===== config.mk =====
export PLATFORM = sky130hd
export DESIGN_NAME = ls7212_delay_timer
export DESIGN_NICKNAME = d
export VERILOG_FILES = /design/src/rtl/ls7212_delay_timer.sv
export SDC_FILE = /design/constraint.sdc
export NUM_CORES = 1
export LEC_CHECK = 0
export CORE_MARGIN = 2
export CORE_UTILIZATION = 39
export CTS_CLUSTER_DIAMETER = 100
export DETAILED_ROUTE_END_ITERATION = 7
export PLACE_DENSITY = 0.61
export SYNTH_ARGS = -nofsm -noshare
export SYNTH_HDL_FRONTEND = slang
export SYNTH_SLANG_ARGS = --single-unit

===== constraint.sdc =====
create_clock -name clk -period 2.9 [get_ports clk]
set_input_delay 0.58 -clock clk [delete_from_list [all_inputs] [get_ports clk]]
set_output_delay 0.58 -clock clk [all_outputs]
set_load 0.05 [all_outputs]

===== src/rtl/ls7212_delay_timer.sv =====
// LS7212-style programmable delay timer.
// Delays operate/release of one trigger by wb clocks; active-low output.
module ls7212_delay_timer #(
  parameter int WB_W = 8
) (
  input  logic            clk,
  input  logic            reset,
  input  logic [WB_W-1:0] wb,
  input  logic            trigger,
  input  logic            mode_a,
  input  logic            mode_b,
  output logic            delay_out_n
);

  typedef enum logic [2:0] {
    IDLE,
    OP_DELAY,
    ACTIVE,
    REL_DELAY,
    PULSE
  } state_t;

  state_t          state_q, state_d;
  logic [WB_W-1:0] cnt_q, cnt_d;
  logic [WB_W-1:0] wb_q, wb_d;
  logic [1:0]      mode_q, mode;
  logic            trig_d, rise;
  logic            op_mode, rel_mode, shot;
  logic            wb_zero;
  logic            out_d;

  assign mode    = {mode_a, mode_b};
  assign rise    = trigger & ~trig_d;
  assign wb_zero = (wb == '0);

  always_comb begin
    op_mode  = 1'b0;
    rel_mode = 1'b0;
    shot     = 1'b0;
    unique case (1'b1)
      (mode == 2'b00): op_mode = 1'b1;
      (mode == 2'b01): rel_mode = 1'b1;
      (mode == 2'b10): begin
        op_mode  = 1'b1;
        rel_mode = 1'b1;
      end
      default: shot = 1'b1;
    endcase
  end

  always_comb begin
    state_d = state_q;
    cnt_d   = cnt_q;
    wb_d    = wb_q;
    if (mode != mode_q) begin
      // a mode switch abandons whatever interval was in progress
      state_d = IDLE;
      cnt_d   = '0;
    end else begin
      case (state_q)
        IDLE: begin
          if (shot) begin
            if (rise && !wb_zero) begin
              state_d = PULSE;
              cnt_d   = {{(WB_W-1){1'b0}}, 1'b1};
              wb_d    = wb;
            end
          end else if (trigger) begin
            if (!op_mode || wb_zero) begin
              state_d = ACTIVE;
            end else begin
              state_d = OP_DELAY;
              cnt_d   = {{(WB_W-1){1'b0}}, 1'b1};
              wb_d    = wb;
            end
          end
        end
        OP_DELAY: begin
          if (!trigger) begin
            state_d = IDLE;
            cnt_d   = '0;
          end else if (cnt_q == wb_q) begin
            state_d = ACTIVE;
            cnt_d   = '0;
          end else begin
            cnt_d = cnt_q + 1'b1;
          end
        end
        ACTIVE: begin
          if (!trigger) begin
            if (rel_mode && !wb_zero) begin
              state_d = REL_DELAY;
              cnt_d   = {{(WB_W-1){1'b0}}, 1'b1};
              wb_d    = wb;
            end else begin
              state_d = IDLE;
            end
          end
        end
        REL_DELAY: begin
          if (trigger) begin
            state_d = ACTIVE;
            cnt_d   = '0;
          end else if (cnt_q == wb_q) begin
            state_d = IDLE;
            cnt_d   = '0;
          end else begin
            cnt_d = cnt_q + 1'b1;
          end
        end
        PULSE: begin
          if (cnt_q == wb_q) begin
            state_d = IDLE;
            cnt_d   = '0;
          end else begin
            cnt_d = cnt_q + 1'b1;
          end
        end
        default: begin
          state_d = IDLE;
          cnt_d   = '0;
        end
      endcase
    end
  end

  assign out_d = !((state_d == ACTIVE) ||
                   (state_d == REL_DELAY) ||
                   (state_d == PULSE));

  always_ff @(posedge clk) begin
    // mode is captured even in reset so release does not look like a switch
    mode_q <= mode;
    if (reset) begin
      state_q     <= IDLE;
      cnt_q       <= '0;
      wb_q        <= '0;
      trig_d      <= 1'b0;
      delay_out_n <= 1'b1;
    end else begin
      state_q     <= state_d;
      cnt_q       <= cnt_d;
      wb_q        <= wb_d;
      trig_d      <= trigger;
      delay_out_n <= out_d;
    end
  end

endmodule


### Word level (Yosys, flattened, before mapping)

Cells that the tools add are included.

* word-level logic and storage cells: 75
* input port bits: 13
* flip-flop bits (word level): 23

* reductions and logical operators: 18
* equality and inequality tests: 16
* bitwise logic cells: 3
* $add $sub $neg: 1
* multiplexer cells: 31

Operators with widths (count)
* $mux W8: 15
* $pmux W8 S5: 1
* $mux W3: 9
* $pmux W8 S2: 1
* $pmux W3 S5: 1
* $eq A3 B2 Y1 const B: 4
* $ne A3 B3 Y1 const B: 3
* $add A8 B1 Y8 const B: 1
* $eq A8 B8 Y1: 1
* $logic_not A8 Y1: 1
* $reduce_and A7 Y1: 1
* $eq A3 B3 Y1 const B: 2
* $reduce_or A2 Y1: 3
* $reduce_and A5 Y1: 1
* $mux W2: 2
* $ne A2 B2 Y1 const B: 2
* $eq A3 B1 Y1 const B: 1
* $logic_not A1 Y1: 3
* $logic_not A3 Y1: 1
* $logic_or A1 B1 Y1: 3
* $reduce_or A3 Y1: 1
* $eq A2 B1 Y1 const B: 1
* $eq A2 B2 Y1 const B: 1
* $logic_and A1 B1 Y1: 2
* other kinds (6): 8

### Depth between registers and ports, before layout

* depth in word-level cells: 14
* depth in mapped cells: 8

### Least setup slack after synthesis

No wires, ideal clock.

* path kind: input port to flip-flop
* from: in mode_b
* to: reg cnt_q[5]
* path buffers: 0
* setup slack: 923 ps
* data arrival time: 1905 ps
* stages: 7
* setup time: 72 ps
* required time: 2828 ps
* cells stage by stage: inv_1 -> ha_1 -> nand2b_4 -> a22oi_2 -> a21boi_2 -> or4_1 -> a21oi_1

* cells in the longest elaborated chain, start to end: 7
* elaborated cells between the ends (all ways): 20
* classes of those cells: eq/ne: 7; mux: 4; reduce/logical: 9

Ends and longest elaborated chain
* start: declaration: RTL line 11 `input logic mode_b,`
* $eq A2 B2 Y1 or $logic_not A2 Y1 (tied branches): RTL line 43, 41
* $reduce_or A2 Y1 (no source line)
* $mux W1: RTL line 40 `unique case (1'b1)`
* $logic_not A1 Y1: RTL line 69 `if (!op_mode || wb_zero) begin`
* $logic_or A1 B1 Y1: RTL line 69
* $ne A3 B3 Y1 (no source line)
* $reduce_and A5 Y1 (no source line)
* end signal: assignment: RTL line 142 `cnt_q <= cnt_d;`
* end: declaration: RTL line 24 `logic [WB_W-1:0] cnt_q, cnt_d;`

Parallel ways exist; a longest one is shown, timed or not.
A chain may end at the register's enable or synchronous reset.

### Worst setup path in the final report

* from: in mode_a
* to: reg cnt_q[5]

* cells in the longest elaborated chain, start to end: 7
* elaborated cells between the ends (all ways): 20
* classes of those cells: eq/ne: 7; mux: 4; reduce/logical: 9

Ends and longest elaborated chain
* start: declaration: RTL line 10 `input logic mode_a,`
* $eq A2 B2 Y1 or $logic_not A2 Y1 (tied branches): RTL line 43, 41
* $reduce_or A2 Y1 (no source line)
* $mux W1: RTL line 40
* $logic_not A1 Y1: RTL line 69
* $logic_or A1 B1 Y1: RTL line 69
* $ne A3 B3 Y1 (no source line)
* $reduce_and A5 Y1 (no source line)

Parallel ways exist; a longest one is shown, timed or not.

==> impl_table.tex <==
\begin{tabular}{lr}
\hline
Metric & Value \\
\hline
\multicolumn{2}{l}{\textbf{Job}} \\
Max-capacitance violation count & 0 \\
\multicolumn{2}{l}{\textbf{Cells and area}} \\
Most common cell after layout, fill and taps aside & sky130\_fd\_sc\_hd\_\_dfxtp\_1 \\
Number of nets in the finished design & approximately 170 \\
Final instance area & 0.001478 mm² \\
Layout overhead on the synthesized area & 15.78\% \\
Share of post-route cells with drive strength above 1 & 12.34\% \\
Commonest non-fill, non-tap cells in the layout & 23 x sky130\_fd\_sc\_hd\_\_dfxtp\_1, 16 x sky130\_fd\_sc\_hd\_\_nor2\_1, 13 x sky130\_fd\_sc\_hd\_\_clkdlybuf4s50\_1, 10 x sky130\_fd\_sc\_hd\_\_xor2\_1 \\
Total inserted antenna cells & 0 \\
\multicolumn{2}{l}{\textbf{Die}} \\
Initial standard-cell utilization of the core & 41.46\% \\
Standard-cell rows & 20 \\
Overall die width & around 61 µm \\
I/O pin cnt & 14 \\
Die area & roughly 0.0037 mm² \\
Y dimension of the die & about 61 µm \\
Placeable core region & between 0.003 and 0.004 mm² \\
\multicolumn{2}{l}{\textbf{Synth}} \\
Sequential cell area fraction in the yosys report & 36.08\% \\
Cell types with the largest area share after synthesis & sky130\_fd\_sc\_hd\_\_dfxtp\_1 36\%, sky130\_fd\_sc\_hd\_\_mux2i\_1 7.1\%, sky130\_fd\_sc\_hd\_\_xor2\_1 6.9\%, sky130\_fd\_sc\_hd\_\_nor2\_1 4.7\%, sky130\_fd\_sc\_hd\_\_ha\_1 3.9\% \\
Number of standard cells after synthesis & 140 \\
Async set or reset register ratio after synthesis & 0\% \\
Average instance area after synthesis & between 9 and 10 µm² \\
Ys flop type & sky130\_fd\_sc\_hd\_\_dfxtp\_1 \\
Total nets after synthesis & around 160 \\
Mapped Area & $\sim$0.0013 mm² \\
Register bit count reported by yosys & 23 \\
Post-synthesis cell type with the largest combined area & sky130\_fd\_sc\_hd\_\_dfxtp\_1 \\
Post-synth EDFFs & 0 \\
Count of yosys warnings during synthesis & 0 \\
Number of distinct library cells after synthesis & 38 \\
Post-synth top area share & 36.08\% \\
\multicolumn{2}{l}{\textbf{STA}} \\
Final setup violation count & 0 \\
Worst slew margin relative to its limit & approximately two thirds \\
Shortest clock period the worst path allows after layout & $\sim$2.4 ns \\
Setup skew after layout & approximately 0.0012 ns \\
Share of the cycle needed by the critical path after routing & 84.21\% \\
Maximum frequency from static timing analysis & 409.5 MHz \\
Transition time at the pin with the least slew margin & approximately 0.49 ns \\
Number of failing hold endpoints at the final stage & 0 \\
Setup tns final & 0 ns \\
Number of slew-limit violations in the final report & 0 \\
Unrepaired setup endpoints after global routing & false \\
\multicolumn{2}{l}{\textbf{Pwr}} \\
Power Internal & about 430 µW \\
Highest ir drop seen on vdd & roughly 230 µV \\
Seq pwr share & between 50\% and 60\% \\
Power density relative to cell area & 405.5 mW/mm² \\
Power share of the combinational group & between 10\% and 20\% \\
P\_sw & 168.1 µW \\
Leakage component of the power & between 0.0006 and 0.0007 µW \\
Clock share of power & 25.9\% \\
Switching share of power & between 20\% and 30\% \\
\multicolumn{2}{l}{\textbf{GRT}} \\
Antenna violations before repair & 0 \\
Pin count of the biggest net entering global routing & 15 \\
Aggregate global routing overflow & 0 \\
Wire length of the first global-routing pass & between 4000 and 5000 µm \\
Vias in the first global route & between 1000 and 1500 \\
Overall Global Routing Usage & between 15 and 20\% \\
\multicolumn{2}{l}{\textbf{Route}} \\
DRC errors left & 0 \\
Detailed-route via count & around 1000 \\
Routed WL per cell & approximately 13 µm \\
Total routed wirelength & 2571 µm \\
Remaining antenna violation count after routing & 0 \\
Via count normalized by instance count & around 5.2 \\
Number of search-and-repair iterations in the first detailed-routing pass & 4 \\
Detailed router's first-iteration violation count & 15 \\
\multicolumn{2}{l}{\textbf{Worst setup path}} \\
Maximum fanout count along the critical path & 13 \\
Arr. time, crit path & about 2.7 ns \\
Worst setup SP type & input pin \\
Kind of critical path & in2reg \\
Worst Path Required & 3.16 ns \\
Capturing element type of the critical path & register \\
\multicolumn{2}{l}{\textbf{CTS}} \\
Number of buffers added to fix hold violations after cts & 0 \\
H-tree depth reported by CTS & 1 \\
Clock Sinks & 23 \\
Buffer count from post-CTS setup fixing & 0 \\
CTS tree & done \\
Clock-pin slew of the registers on the worst-case setup and hold paths & $\sim$0.13 ns \\
Clk Tree Root Cell & sky130\_fd\_sc\_hd\_\_clkbuf\_4 \\
Clk\_lat worst skew & just over 0.3 ns \\
Post-cts repair resize count & 0 \\
Maximum buffer depth of the clock tree & 2 \\
CTS buffer count & 3 \\
\multicolumn{2}{l}{\textbf{Placement}} \\
Global placement routability congestion & about 0.78 \\
Total half-perimeter wirelength after legalization and detailed placement & 2042 µm \\
Placed instance area & around 0.0014 mm² \\
IO Port Bufs & 13 \\
\multicolumn{2}{l}{\textbf{Min path}} \\
Hold WC Path Type & reg2reg \\
\multicolumn{2}{l}{\textbf{Status}} \\
Result of the run & complete, no violations \\
\hline
\end{tabular}
[per-stage QoR]
stage	total power, µW	instances	hold slack, ns	setup WS [ns]	utilization [%]
floorplan	415.7	140	0.4695	0.9231	-
CTS	606.4	198	0.5295	0.4508	48.01
global route	635.6	198	0.5414	0.3220	48.01
detailed placement	452.3	194	0.5096	0.1195	47.03
finish	599.2	198	0.5310	0.4578	48.01
global placement	448.6	194	0.4899	0.1961	47.03
[routing by layer]
metal	vias to the layer above	part of all wire (%)	wire length (µm)	track usage [%]
met5	-	0	0	0
met4	0	1.9	49	6.522
met3	4	2.9	74	1.891
met2	22	50	1288	28.57
met1	475	45	1158	20.75
li1	535	-	-	-
[flip-flops by register name, summed over array words and instances (netlist names)]
signal,count
wb_q,8
mode_q,2
cnt_q,8
delay_out_n,1
state_q,3
trig_d,1
[power by group through the flow]
| stage | clock (µW) | sequential, µW | combinational [µW] |
|---|---|---|---|
| after global routing | 178 | 334 | 124 |
| after detailed placement | 0 | 339 | 113 |
| after global placement | 0 | 339 | 109 |
| after CTS | 161 | 332 | 113 |
| final | 155 | 332 | 112 |
| after floorplan | 0 | 339 | 77.0 |
[layout make-up]
cell class                      instances  area, µm²
Timing Repair Buffer                   15      145.1
Sequential cell                        23      460.4
Inverter                                7      26.28
Clock inverter                          1      7.507
Fill cell                             293       1600
Clock buffer                            3      22.52
Multi-Input combinational cell        105      760.7
Tap cell                               44      55.05
[synth_stat cells (3+ instances only)]
| cell type | count |
|---|---|
| sky130_fd_sc_hd__o21ai_0 | 7 |
| sky130_fd_sc_hd__or3_1 | 4 |
| sky130_fd_sc_hd__xor2_1 | 10 |
| sky130_fd_sc_hd__nor2b_1 | 3 |
| sky130_fd_sc_hd__nand3_1 | 7 |
| sky130_fd_sc_hd__nor2_1 | 16 |
| sky130_fd_sc_hd__inv_1 | 7 |
| sky130_fd_sc_hd__a21oi_1 | 9 |
| sky130_fd_sc_hd__nor4_2 | 4 |
| sky130_fd_sc_hd__mux2i_1 | 9 |
| sky130_fd_sc_hd__dfxtp_1 | 23 |
| sky130_fd_sc_hd__ha_1 | 4 |
| sky130_fd_sc_hd__nand2_1 | 5 |
[worst max-delay path, stage by stage]
cell and delay (ns):
sky130_fd_sc_hd__clkdlybuf4s50_1 0.57, sky130_fd_sc_hd__inv_1 0.07, sky130_fd_sc_hd__ha_1 0.35, sky130_fd_sc_hd__nand2b_4 0.07
sky130_fd_sc_hd__a22oi_2 0.22, sky130_fd_sc_hd__a21boi_2 0.17, sky130_fd_sc_hd__or4_1 0.53, sky130_fd_sc_hd__a21oi_1 0.14
[kinds of logic after synthesis]
kind of cell             Yosys count  synth area share (%)
XOR/XNOR                          12                 8.235
buffers and inverters             12                 4.314
multiplexers                      10                 8.235
AO/OA/AOI/OAI                     32                 18.14
adder cells (fa/ha/maj)            4                 3.922
flip-flops                        23                 36.08
AND/OR/NAND/NOR                   47                 21.08
[worst paths after layout]
check	slack, ns	cells after the start	end	from
worst min register to register	0.53	2	wb_q[2]	wb_q[2]
worst max-delay path	0.46	8	cnt_q[5]	mode_a
worst max register to register	1.03	5	cnt_q[5]	state_q[1]
worst min-delay path	0.53	2	wb_q[2]	wb_q[2]
Note: power is estimated with default switching activity, not from simulation.
